<file path="src/rtl/seq_detector_param_if.sv">
// ============================================================================
// Module   : seq_detector_param_if
// Purpose  : Serial-bit, configuration and match signals for seq_detector_param.
// Revision : 1.0 - initial release
// ============================================================================
`timescale 1ns/1ps
`default_nettype none

interface seq_detector_param_if #(
  parameter int PAT_LEN = 4,
  parameter int CNT_W   = 8
);
  logic               din;
  logic               din_valid;
  logic               overlap;
  logic               cfg_load;
  logic [PAT_LEN-1:0] pattern;
  logic               cnt_clr;
  logic               match;
  logic               match_q;
  logic [CNT_W-1:0]   match_count;

  modport master (
    output din, din_valid, overlap, cfg_load, pattern, cnt_clr,
    input  match, match_q, match_count
  );

  modport slave (
    input  din, din_valid, overlap, cfg_load, pattern, cnt_clr,
    output match, match_q, match_count
  );
endinterface

`default_nettype wire

</file>
<file path="src/rtl/seq_detector_param.sv">
// ============================================================================
// Module   : seq_detector_param
// Purpose  : Runtime-loadable serial pattern detector with overlap control,
//            Mealy match output and a saturating match counter.
// Revision : 1.0 - initial release
// ============================================================================
`timescale 1ns/1ps
`default_nettype none

module seq_detector_param #(
  parameter int                 PAT_LEN = 4,
  parameter logic [PAT_LEN-1:0] PATTERN = 4'b1001,
  parameter int                 CNT_W   = 8
) (
  input  wire logic          clk,
  input  wire logic          reset,
  seq_detector_param_if.slave bus
);

  localparam int                FILL_W     = $clog2(PAT_LEN);
  localparam logic [FILL_W-1:0] C_FILL_MAX = FILL_W'(PAT_LEN - 1);
  localparam logic [CNT_W-1:0]  C_CNT_MAX  = '1;

  logic [PAT_LEN-1:0] r_pat;
  logic [PAT_LEN-2:0] r_hist;
  logic [FILL_W-1:0]  r_fill;
  logic               r_match_q;
  logic [CNT_W-1:0]   r_cnt;

  logic [PAT_LEN-1:0] w_window;
  logic               w_match;

  // Newest bit sits at the LSB, so the window lines up with the MSB-first pattern.
  assign w_window = {r_hist, bus.din};
  assign w_match  = !reset && !bus.cfg_load && bus.din_valid &&
                    (r_fill == C_FILL_MAX) && (w_window == r_pat);

  always_ff @(posedge clk) begin
    if (reset) begin
      r_pat     <= PATTERN;
      r_hist    <= '0;
      r_fill    <= '0;
      r_match_q <= 1'b0;
      r_cnt     <= '0;
    end else begin
      r_match_q <= w_match;

      if (bus.cfg_load) begin
        r_pat  <= bus.pattern;
        r_hist <= '0;
        r_fill <= '0;
      end else if (bus.din_valid) begin
        if (w_match && !bus.overlap) begin
          r_hist <= '0;
          r_fill <= '0;
        end else begin
          r_hist <= w_window[PAT_LEN-2:0];
          if (r_fill != C_FILL_MAX) begin
            r_fill <= r_fill + FILL_W'(1);
          end
        end
      end

      // A match coinciding with a clear is intentionally lost.
      if (bus.cnt_clr) begin
        r_cnt <= '0;
      end else if (w_match && (r_cnt != C_CNT_MAX)) begin
        r_cnt <= r_cnt + CNT_W'(1);
      end
    end
  end

  assign bus.match       = w_match;
  assign bus.match_q     = r_match_q;
  assign bus.match_count = r_cnt;

endmodule

`default_nettype wire

</file>
<file path="src/flat_wrapper.sv">
// flat-port wrapper written by rule: the top's interface ports become plain ports
module seq_detector_param_flat 
#(
  parameter int                 PAT_LEN = 4,
  parameter logic [PAT_LEN-1:0] PATTERN = 4'b1001,
  parameter int                 CNT_W   = 8
)
  (clk, reset, bus_din, bus_din_valid, bus_overlap, bus_cfg_load, bus_pattern, bus_cnt_clr, bus_match, bus_match_q, bus_match_count);
  seq_detector_param_if #(.PAT_LEN(PAT_LEN), .CNT_W(CNT_W)) bus_i ();
  input  wire logic clk;
  input  wire logic reset;
  input wire logic [$bits(bus_i.din)-1:0] bus_din;
  input wire logic [$bits(bus_i.din_valid)-1:0] bus_din_valid;
  input wire logic [$bits(bus_i.overlap)-1:0] bus_overlap;
  input wire logic [$bits(bus_i.cfg_load)-1:0] bus_cfg_load;
  input wire logic [$bits(bus_i.pattern)-1:0] bus_pattern;
  input wire logic [$bits(bus_i.cnt_clr)-1:0] bus_cnt_clr;
  output wire logic [$bits(bus_i.match)-1:0] bus_match;
  output wire logic [$bits(bus_i.match_q)-1:0] bus_match_q;
  output wire logic [$bits(bus_i.match_count)-1:0] bus_match_count;
  assign bus_i.din = bus_din;
  assign bus_i.din_valid = bus_din_valid;
  assign bus_i.overlap = bus_overlap;
  assign bus_i.cfg_load = bus_cfg_load;
  assign bus_i.pattern = bus_pattern;
  assign bus_i.cnt_clr = bus_cnt_clr;
  assign bus_match = bus_i.match;
  assign bus_match_q = bus_i.match_q;
  assign bus_match_count = bus_i.match_count;
  seq_detector_param #(.PAT_LEN(PAT_LEN), .PATTERN(PATTERN), .CNT_W(CNT_W)) u_core (.clk(clk), .reset(reset), .bus(bus_i));
endmodule
</file>
<file path="config.mk">
export PLATFORM = sky130hd
export DESIGN_NAME = seq_detector_param_flat
export DESIGN_NICKNAME = d
export VERILOG_FILES = /design/src/rtl/seq_detector_param_if.sv /design/src/rtl/seq_detector_param.sv /design/src/flat_wrapper.sv
export SDC_FILE = /design/constraint.sdc
export NUM_CORES = 1
export LEC_CHECK = 0
export BUFFER_PORTS_ARGS = -buffer_cell sky130_fd_sc_hd__buf_2
export CAP_MARGIN = 10
export CORE_ASPECT_RATIO = 0.8
export CORE_MARGIN = 1.5
export CORE_UTILIZATION = 45
export CTS_CLUSTER_SIZE = 40
export DETAILED_ROUTE_END_ITERATION = 10
export GPL_TIMING_DRIVEN = 0
export HOLD_SLACK_MARGIN = 0.03
export MAX_ROUTING_LAYER = met4
export PLACE_DENSITY = 0.78
export SLEW_MARGIN = 10
export SYNTH_ARGS = -nofsm -noshare
export SYNTH_HDL_FRONTEND = slang
export SYNTH_SLANG_ARGS = --single-unit
</file>
<file path="constraint.sdc">
create_clock -name clk -period 2.2 [get_ports clk]
set_input_delay 0.11 -clock clk [delete_from_list [all_inputs] [get_ports clk]]
set_output_delay 0.11 -clock clk [all_outputs]
set_load 0.02 [all_outputs]
</file>
# Yosys cells after proc, flatten, opt, wreduce, memory -nomap -nowiden
# Index checks and enable logic that the tools add are counted.
# word_totals
word_cells	27
out_inout_bits	10
inputBits	11
regBits	18
# op_classes
mux	3
eq_ne	4
add_sub_neg	2
reduce_logical	13
# op_table
op	count
$add A8 B1 Y8 const B	1
$ne A8 B8 Y1 const B	1
$logic_and A1 B1 Y1	6
$eq A4 B4 Y1	1
$mux W2	2
$reduce_or A2 Y1	2
$logic_not A1 Y1	3
$mux W3	1
$add A2 B1 Y2 const B	1
$eq A2 B2 Y1 const B	1
$ne A2 B2 Y1 const B	1
$reduce_and A2 Y1	1
$reduce_bool A2 Y1	1

# Depth between registers and ports, before layout
# Gate-level depths: netlist of run 1.
# depth
word_depth	8
ltp_mapped	8
depth_no_buf	5

# Least setup slack after synthesis of run 1
# No wires, ideal clock.
# synth_timing
path_kind	register to register
startpoint	register u_core.r_cnt[0] (netlist: u_core.bus.match_count[0])
endpoint	register u_core.r_cnt[2] (netlist: u_core.bus.match_count[2])
path_slack_ps	275
synth_period_minus_slack_ps	1925
path_buffers	1
t_required_ps	2130
setup_time_ps	70
stages_incl_launch_ff	7
arrival_time_ps	1855
path_cell_list	dfxtp_1 ha_1 and3_1 a211o_1 clkbuf_1 or4_1 a21oi_1
# synth_between
elab_chain_len	2
word_cells_on_any_way	3
classes_between	add/sub: 1; eq/ne: 1; reduce/logical: 1
# synth_lines
element	line_no	source
start, declared	seq_detector_param.sv:28	logic [CNT_W-1:0] r_cnt;
start signal, assigned	seq_detector_param.sv:68	r_cnt <= r_cnt + CNT_W'(1);
branches (longest 2 deep; another with $add A8 B1 Y8)	n/a	
# Parallel ways; which one is timed is not known.
# A chain may end at the register's enable or synchronous reset.

# Worst setup path after layout of run 1
# layout_timing
startpoint	register u_core.r_pat[1]
endpoint	output port bus_match
# layout_between
elab_chain_len	2
# layout_lines
element	line_no	source
start, declared	seq_detector_param.sv:24	logic [PAT_LEN-1:0] r_pat;
start signal, assigned	seq_detector_param.sv:49	r_pat <= bus.pattern;
$eq A4 B4 Y1	seq_detector_param.sv:36	(r_fill == C_FILL_MAX) && (w_window == r_pat);
$logic_and A1 B1 Y1	seq_detector_param.sv:36	
end, declared	flat_wrapper.sv:18	output wire logic [$bits(bus_i.match)-1:0] bus_match;
# Every way passes these cells.

==> out/metrics.cfg, run 1 <==
[timing]
fin_crit_ps = 2050
clock.fmax_mhz = 488
maxSlewHeadroom = 0.766
tightest_slew_ps = 346
setup_viol = 0
maxSlewViolCount = 0
setup_tns_ps = 0
fin_crit_sh = 0.931
hold_viol_final = 0
skew_ps = 2.70
whs_ps = 51.6
rsz0062_at_grt = no

[logic_synthesis]
synth_edf_count = 0
synthAdderAreaFrac = 0.0270
synth_compound_area_frac = 0.181
synth.largest_area_cell = dfxtp_1
synth_xor_area_frac = 0.0378
synth_common_cells = dfxtp_1, a21oi_1, nand2_1
synth_top_area_frac = 0.389
yosysMostFrequentCell = dfxtp_1
yosys_warnings = 0
netlist_area_sq_um = 926
async_reset_ff_frac = 0
synthTopCellsByArea = dfxtp_1, a21oi_1, mux2i_1
synthMuxAreaShare = 0.0541
ys_types = 31
syn_avg_cell_area_sq_um = 8.82
synthSimpleGateAreaFrac = 0.243
ys_seq_area_frac = 0.389
synth_seq_cells = 18
syn_inst = 105
synth_nets = 118
synth_top_family_by_area = simple AND/OR/NAND/NOR gates
synth_flop_cell = dfxtp_1

[power_and_ir_drop]
power.leakage_nw = 0.441
p_total_uw = 601
cellPowerDensity_mw_per_mm2 = 546
vdd_drop_max_v = 0.000343

[clock_network]
cts_buffers = 3
ctsResizeCount = 0
path_clk_slew_ps = 100
htree_num_levels = 1
cts_buffer_depth = 2
cts_num_sinks = 18
cts_tree = built
post_cts_buffers = 0
ctsRootBufferMaster = clkbuf_4
clock_latency_ps = 290
cts_hold_buf = 2

[setup_path]
crit_fanout = 10
crit_chain = xor2_1 -> or4_4 -> buf_6 -> buf_2 -> nor2_1 -> buf_2
critical-path-top-delay-family = simple AND/OR/NAND/NOR gates
endpoint_kind = output port
slowest_stage = or4_4
cp.arrival_ps = 1940
worst-path-buf-inv = 3
start_kind = register
critPathMaxStageDelay_ps = 550
timing.critical_path.mode_cell = buf_2
required_ps = 2090
critPathKind = register to output port

[global_route]
antenna_found_initial = 0
grt_start_max_net_pins = 11
track_usage = 0.185
overflow = 0
grt_pass1_wl_um = 3100
grt_pass1_vias = 736

[worst_hold_path]
hold_path_class = primary input to register

[floorplan]
die_area_sq_mm = 0.00234
fp.dieW_um = 53.7
initial_core_util = 0.485
rows = 14
ioPinCount = 21
design.core.area_sq_mm = 0.00191
die_h_um = 43.6

[job]
maxCapViolCount = 0

[place]
hpwl_um = 1360
gp_congestion = 0.771
dp_cells = 147
portBuffers = 18
dpl-instance-area_sq_mm = 0.00105

[routing]
drt_iter0_drc = 6
wire_per_inst_um = 12.0
vias_per_cell = 5.44
vias = 832
drc = 0
wl_um = 1830
first_pass_iters = 4
drtAntennaViolNets = 0

[finish]
design_area_sq_mm = 0.00110
syn2layout_area_growth_pct = 19.1
layout.nets = 143
final_cells = 153
drive_above_1_share = 0.240
antenna_cells = 0

[outcome]
outcome = complete, no violations

-- cell usage in the layout (no fill, tap or decap), types with 2 or more instances in the layout --
cell           count
or4_1              4
ha_1               2
nand2_1           10
a21oi_1           10
and4_1             2
clkbuf_1           2
inv_1              2
dlygate4sd3_1      2
buf_2             20
a211o_1            3
or2_2              3
or3_1              3
dfxtp_1           18
nor2_1             6
buf_6              3
o21ai_0            2
o311ai_0           4
nand3_1            3
nor3_1             2
mux2i_1            5
xor2_1             4
nor2b_1            2
o31ai_1            4
clkbuf_4           3
-- state kept, by name, indices dropped and copies added, names as in the netlist --
name	flops
u_core.bus.match_count	8
u_core.r_fill	2
u_core.bus.match_q	1
u_core.r_hist	3
u_core.r_pat	4
-- cell type report --
cell class              instances  area [sq um]
plain buffers                   8          55.1
well taps                      24          30.0
repair buffers                 20           110
clock buffers                   4          36.3
inverters                       2          7.51
flip-flops and latches         18           360
multi-input cells              77           503
fillers                       176           807
-- cells by family (layout without fill, tap and decap cells) --
family / after synthesis / in the layout
simple gates: 41 / 41
flops: 18 / 18
compound gates: 25 / 25
fa+ha+maj: 2 / 2
mux: 5 / 5
xor+xnor: 4 / 4
buf+inv: 10 / 34
-- path summary, 6_finish.rpt --
kind | startpoint | to | slack [ps] | cells past startpoint
worst max-delay path | u_core.r_pat[1] | bus_match | 150 | 6
worst min-delay path | bus_cfg_load | u_core.r_pat[0] | 50 | 2
worst max register to register | u_core.bus.match_count[0] | u_core.bus.match_count[2] | 180 | 6
worst min register to register | u_core.r_fill[1] | u_core.r_fill[1] | 470 | 2
-- routing by layer --
layer / global-route usage / routed length (um) / vias up
met2: 0.288 / 824 / 15
met3: 0.0724 / 83 / 2
met4: 0.0308 / 13 / 0
li1: - / - / 439
met5: - / 0 / -
met1: 0.228 / 912 / 376
-- report_power, final --
group / internal (mW) / switching, mW
Clock: 0.101 / 0.103
Combinational: 0.0290 / 0.0315
Sequential: 0.332 / 0.00490
Total: 0.462 / 0.139
-- worst register-to-register path: stages, from the launching register on --
cell and delay [ps]:
dfxtp_1 370, ha_1 260, and3_1 200, a211o_1 340, clkbuf_1 220, or4_1 430
a21oi_1 140
-- metrics by stage --
step | setup WS, ps | utilization
6_report | 152 | 0.577
5_1_grt | 20.0 | 0.577
4_1_cts | 138 | 0.577
3_5_place_dp | 208 | 0.548
3_3_place_gp | 217 | 0.548
2_1_floorplan | 275 | -
Note: power is estimated with default switching activity, not from simulation.
==> inputs of run 2 (changes only) <==
--- a/config.mk
+++ b/config.mk
@@ -13,9 +13,10 @@
 export CTS_CLUSTER_SIZE = 40
 export DETAILED_ROUTE_END_ITERATION = 10
 export GPL_TIMING_DRIVEN = 0
-export HOLD_SLACK_MARGIN = 0.03
 export MAX_ROUTING_LAYER = met4
 export PLACE_DENSITY = 0.78
+export RECOVER_POWER = 100
+export SKIP_CTS_REPAIR_TIMING = 1
 export SLEW_MARGIN = 10
 export SYNTH_ARGS = -nofsm -noshare
 export SYNTH_HDL_FRONTEND = slang
==> out/metrics.cfg, run 2 (synthesized netlist as in run 1, its figures left out) <==
[outcome]
outcome = complete, no violations

[finish]
post-route-util = 0.561
antenna_cells = 0
layout.cells.most_common = dfxtp_1
most-common-layout-cells = dfxtp_1, clkbuf_1, buf_2
syn2layout_area_growth_pct = 15.7
drive_above_1_share = 0.173
largest_register_ffs = 8
fillers = 184
layout.nets = 141
final_cells = 151

[place]
dp_cells = 147
gp_congestion = 0.771
portBuffers = 18
hpwl_um = 1360

[routing]
drt_iter0_drc = 8
drc = 0
wire_per_inst_um = 12.1
vias_per_cell = 5.49
wl_um = 1830
drtAntennaViolNets = 0
vias = 829
first_pass_iters = 3

[timing]
maxSlewHeadroom = 0.766
setup_viol = 0
whs_ps = 19.5
skew_ps = 3.93
fin_crit_ps = 2050
setup_tns_ps = 0
clock.fmax_mhz = 488
tightest_slew_ps = 346
hold_viol_final = 0
maxSlewViolCount = 0
fin_crit_sh = 0.931
rsz0062_at_grt = no

[global_route]
grt_pass1_vias = 724
antenna_found_initial = 0
overflow = 0
grt_start_max_net_pins = 11
track_usage = 0.183
grt_pass1_wl_um = 3070

[floorplan]
fp.dieW_um = 53.7
die_h_um = 43.6
die_area_sq_mm = 0.00234
rows = 14
design.core.area_sq_mm = 0.00191
ioPinCount = 21
initial_core_util = 0.485

[setup_path]
critPathKind = register to output port
endpoint_kind = output port
start_kind = register
crit_fanout = 10
critical-path-top-delay-family = simple AND/OR/NAND/NOR gates
slowest_stage = or4_4
timing.critical_path.mode_cell = buf_2
worst-path-buf-inv = 3
required_ps = 2090
critPathMaxStageDelay_ps = 550
crit_chain = xor2_1 -> or4_4 -> buf_6 -> buf_2 -> nor2_1 -> buf_2
rrSetupSlack_ps = 180
cp.arrival_ps = 1940

[power_and_ir_drop]
vdd_drop_max_v = 0.000342
p_total_uw = 599
power.leakage_nw = 0.393
cellPowerDensity_mw_per_mm2 = 560

[job]
maxCapViolCount = 0

[clock_network]
cts_buffer_depth = 2
cts_num_sinks = 18
htree_num_levels = 1
clock_latency_ps = 290
cts_tree = built
ctsRootBufferMaster = clkbuf_4
path_clk_slew_ps = 100
cts_buffers = 3

[worst_hold_path]
hold_path_class = primary input to register

-- run 2: cell types whose count changed in the layout (fill, tap and decap cells not counted) --
| cell | before | now |
|---|---|---|
| buf_2 | 20 | 11 |
| clkbuf_1 | 2 | 11 |
| dlygate4sd3_1 | 2 | 0 |
-- run 2: report_power, final --
| part | switching [mW] | internal, mW |
|---|---|---|
| registers | 0.00489 | 0.332 |
| clock network | 0.104 | 0.101 |
| logic | 0.0310 | 0.0267 |
-- run 2: cell type report --
class,count,area (sq um),area share
multi-input combinational,77,503,0.470
sequential,18,360,0.336
timing repair buffer,18,78.8,0.0736
buffer,8,55.1,0.0514
clock buffer,4,36.3,0.0339
tap,24,30.0,0.0280
inverter,2,7.51,0.00701
-- run 2: layer usage --
layer / wire (um) / track usage / vias up
li1: - / - / 436
met1: 903 / 0.228 / 376
met2: 827 / 0.283 / 15
met3: 88 / 0.0724 / 2
met4: 13 / 0.0308 / 0
met5: 0 / - / -
-- run 2: path summary, 6_finish.rpt --
path,to,from,depth (start not counted)
worst max-delay path,bus_match,u_core.r_pat[1],6
worst min-delay path,u_core.r_pat[3],bus_pattern[3],2
worst max register to register,u_core.bus.match_count[2],u_core.bus.match_count[0],6
worst min register to register,u_core.r_fill[1],u_core.r_fill[1],2
-- run 2: worst reg2reg max path: stages (launching register included) --
cell and delay, ps:
dfxtp_1 370, ha_1 260, and3_1 200, a211o_1 340, clkbuf_1 220, or4_1 430
a21oi_1 140
-- run 2: per-stage QoR --
step,setup slack (ps),instance area (sq um)
floorplan,275,926
global placement,217,1050
detailed placement,208,1050
CTS,138,1080
global route,20.0,1070
finish,152,1070
==> inputs of run 3 (changes only) <==
--- a/config.mk
+++ b/config.mk
@@ -9,12 +9,12 @@
 export CAP_MARGIN = 10
 export CORE_ASPECT_RATIO = 0.8
 export CORE_MARGIN = 1.5
-export CORE_UTILIZATION = 45
+export CORE_UTILIZATION = 43
 export CTS_CLUSTER_SIZE = 40
 export DETAILED_ROUTE_END_ITERATION = 10
 export GPL_TIMING_DRIVEN = 0
 export MAX_ROUTING_LAYER = met4
-export PLACE_DENSITY = 0.78
+export PLACE_DENSITY = 0.76
 export RECOVER_POWER = 100
 export SKIP_CTS_REPAIR_TIMING = 1
 export SLEW_MARGIN = 10
==> constraint.sdc (replaced) <==
create_clock -name clk -period 2.2 [get_ports clk]
set_input_delay 0.11 -clock clk [delete_from_list [all_inputs] [get_ports clk]]
set_output_delay 0.11 -clock clk [all_outputs]
set_load 0.1 [all_outputs]
==> out/metrics.cfg, run 3 (synthesized netlist as in run 1, its figures left out) <==
[timing]
rsz0062_at_grt = no
maxSlewViolCount = 0
clock.fmax_mhz = 476
skew_ps = 4.37
setup_viol = 0
fin_crit_ps = 2100
maxSlewHeadroom = 0.227
fin_crit_sh = 0.954
hold_viol_final = 0
tightest_slew_ps = 1160
fin_ws_ps = 100

[routing]
vias = 826
drtAntennaViolNets = 0
drt_iter0_drc = 5
drc = 0
wl_um = 1810
first_pass_iters = 6
wire_per_inst_um = 12.0
vias_per_cell = 5.47

[place]
pre_cts_ws_ps = 150
gp_congestion = 0.813
portBuffers = 18
dp_cells = 147
hpwl_um = 1380

[global_route]
grt_pass1_vias = 692
grt_start_max_net_pins = 11
track_usage = 0.176
grt_pass1_wl_um = 2970
antenna_found_initial = 0
overflow = 0

[finish]
syn2layout_area_growth_pct = 18.4
drive_above_1_share = 0.197
antenna_cells = 0
fillers = 192
layout.cells.most_common = dfxtp_1
largest_register_ffs = 8
final_cells = 151
most-common-layout-cells = dfxtp_1, clkbuf_1, buf_2, nand2_1, a21oi_1
layout.nets = 141

[power_and_ir_drop]
vdd_drop_max_v = 0.000489
power.leakage_nw = 0.397
p_sw_uw = 140
seqPwrFrac = 0.562
p_int_uw = 460
clockPowerShare = 0.341
cellPowerDensity_mw_per_mm2 = 548
p_total_uw = 600
pwr-share-comb = 0.097
switching_share = 0.233

[clock_network]
path_clk_slew_ps = 100
cts_buffer_depth = 2
htree_num_levels = 1
clock_latency_ps = 290
cts_buffers = 3
ctsRootBufferMaster = clkbuf_4
cts_tree = built
cts_num_sinks = 18

[setup_path]
crit_fanout = 10
r2r-start = u_core.bus.match_count[0]
required_ps = 2090
start_kind = register
endpoint_kind = output port
cp.arrival_ps = 1990
r2r-end = u_core.bus.match_count[2]
critPathKind = register to output port
rrSetupSlack_ps = 170
r2r_cells = 6

[worst_hold_path]
hold_start = bus_pattern[3]
hold_path_class = primary input to register
whs_endpoint = u_core.r_pat[3]
holdPathStages = 2

[job]
maxCapViolCount = 0

[floorplan]
initial_core_util = 0.472
rows = 14
die_h_um = 44.5
design.core.area_sq_mm = 0.00196
die_area_sq_mm = 0.00244
ioPinCount = 21
fp.dieW_um = 54.9

[outcome]
outcome = complete, no violations

==> run 3: cell counts in the layout (fill, tap and decap cells not counted) <==
Identical to the previous run, type by type.
==> run 3: metrics by stage <==
| stage | utilization | hold WS (ps) | setup TNS [ps] | cell area (sq um) |
|---|---|---|---|---|
| 2_1_floorplan | - | 228 | -63.6 | 931 |
| 3_3_place_gp | 0.536 | 316 | 0 | 1050 |
| 3_5_place_dp | 0.536 | 320 | 0 | 1050 |
| 4_1_cts | 0.554 | 8.46 | -129 | 1090 |
| 5_1_grt | 0.559 | 6.11 | 0 | 1100 |
| 6_report | 0.559 | 16.1 | 0 | 1100 |
==> run 3: layout make-up <==
type | count | area, sq um | share of cell area
multi-input combinational | 77 | 510 | 0.466
sequential | 18 | 363 | 0.331
timing repair buffer | 18 | 93.8 | 0.0856
buffer | 8 | 55.1 | 0.0502
clock buffer | 4 | 36.3 | 0.0331
tap | 24 | 30.0 | 0.0274
inverter | 2 | 7.51 | 0.00685
==> run 3: power by group through the flow <==
| stage | Combinational (mW) | Sequential [mW] | Clock [mW] |
|---|---|---|---|
| after global placement | 0.0558 | 0.344 | 0 |
| after CTS | 0.0578 | 0.337 | 0.211 |
| after detailed placement | 0.0576 | 0.345 | 0 |
| after floorplan | 0.0411 | 0.343 | 0 |
| final | 0.0580 | 0.337 | 0.205 |
| after global routing | 0.0652 | 0.338 | 0.227 |
==> run 3: how the worst max path moves through the flow <==
| stage | cells after the start | to | start |
|---|---|---|---|
| final | 6 | bus_match | u_core.r_pat[1] |
| after CTS | 6 | bus_match | u_core.r_pat[1] |
| after global placement | 8 | bus_match | reset |
| after floorplan | 7 | bus_match | reset |
| after global routing | 6 | bus_match | u_core.r_pat[1] |
| after detailed placement | 8 | bus_match | reset |
==> run 3: worst max-delay path, cell delays in order (launching register included) <==
cell and delay [ps]:
dfxtp_1 340, xor2_1 180, or4_4 550, buf_6 150
buf_2 180, nor2_4 110, buf_12 180
==> run 3: layer usage <==
metal | up-vias | wire [um] | global-route usage
li1 | 436 | - | -
met1 | 364 | 893 | 0.216
met2 | 22 | 781 | 0.267
met3 | 4 | 110 | 0.0743
met4 | 0 | 22 | 0.0400
met5 | - | 0 | -
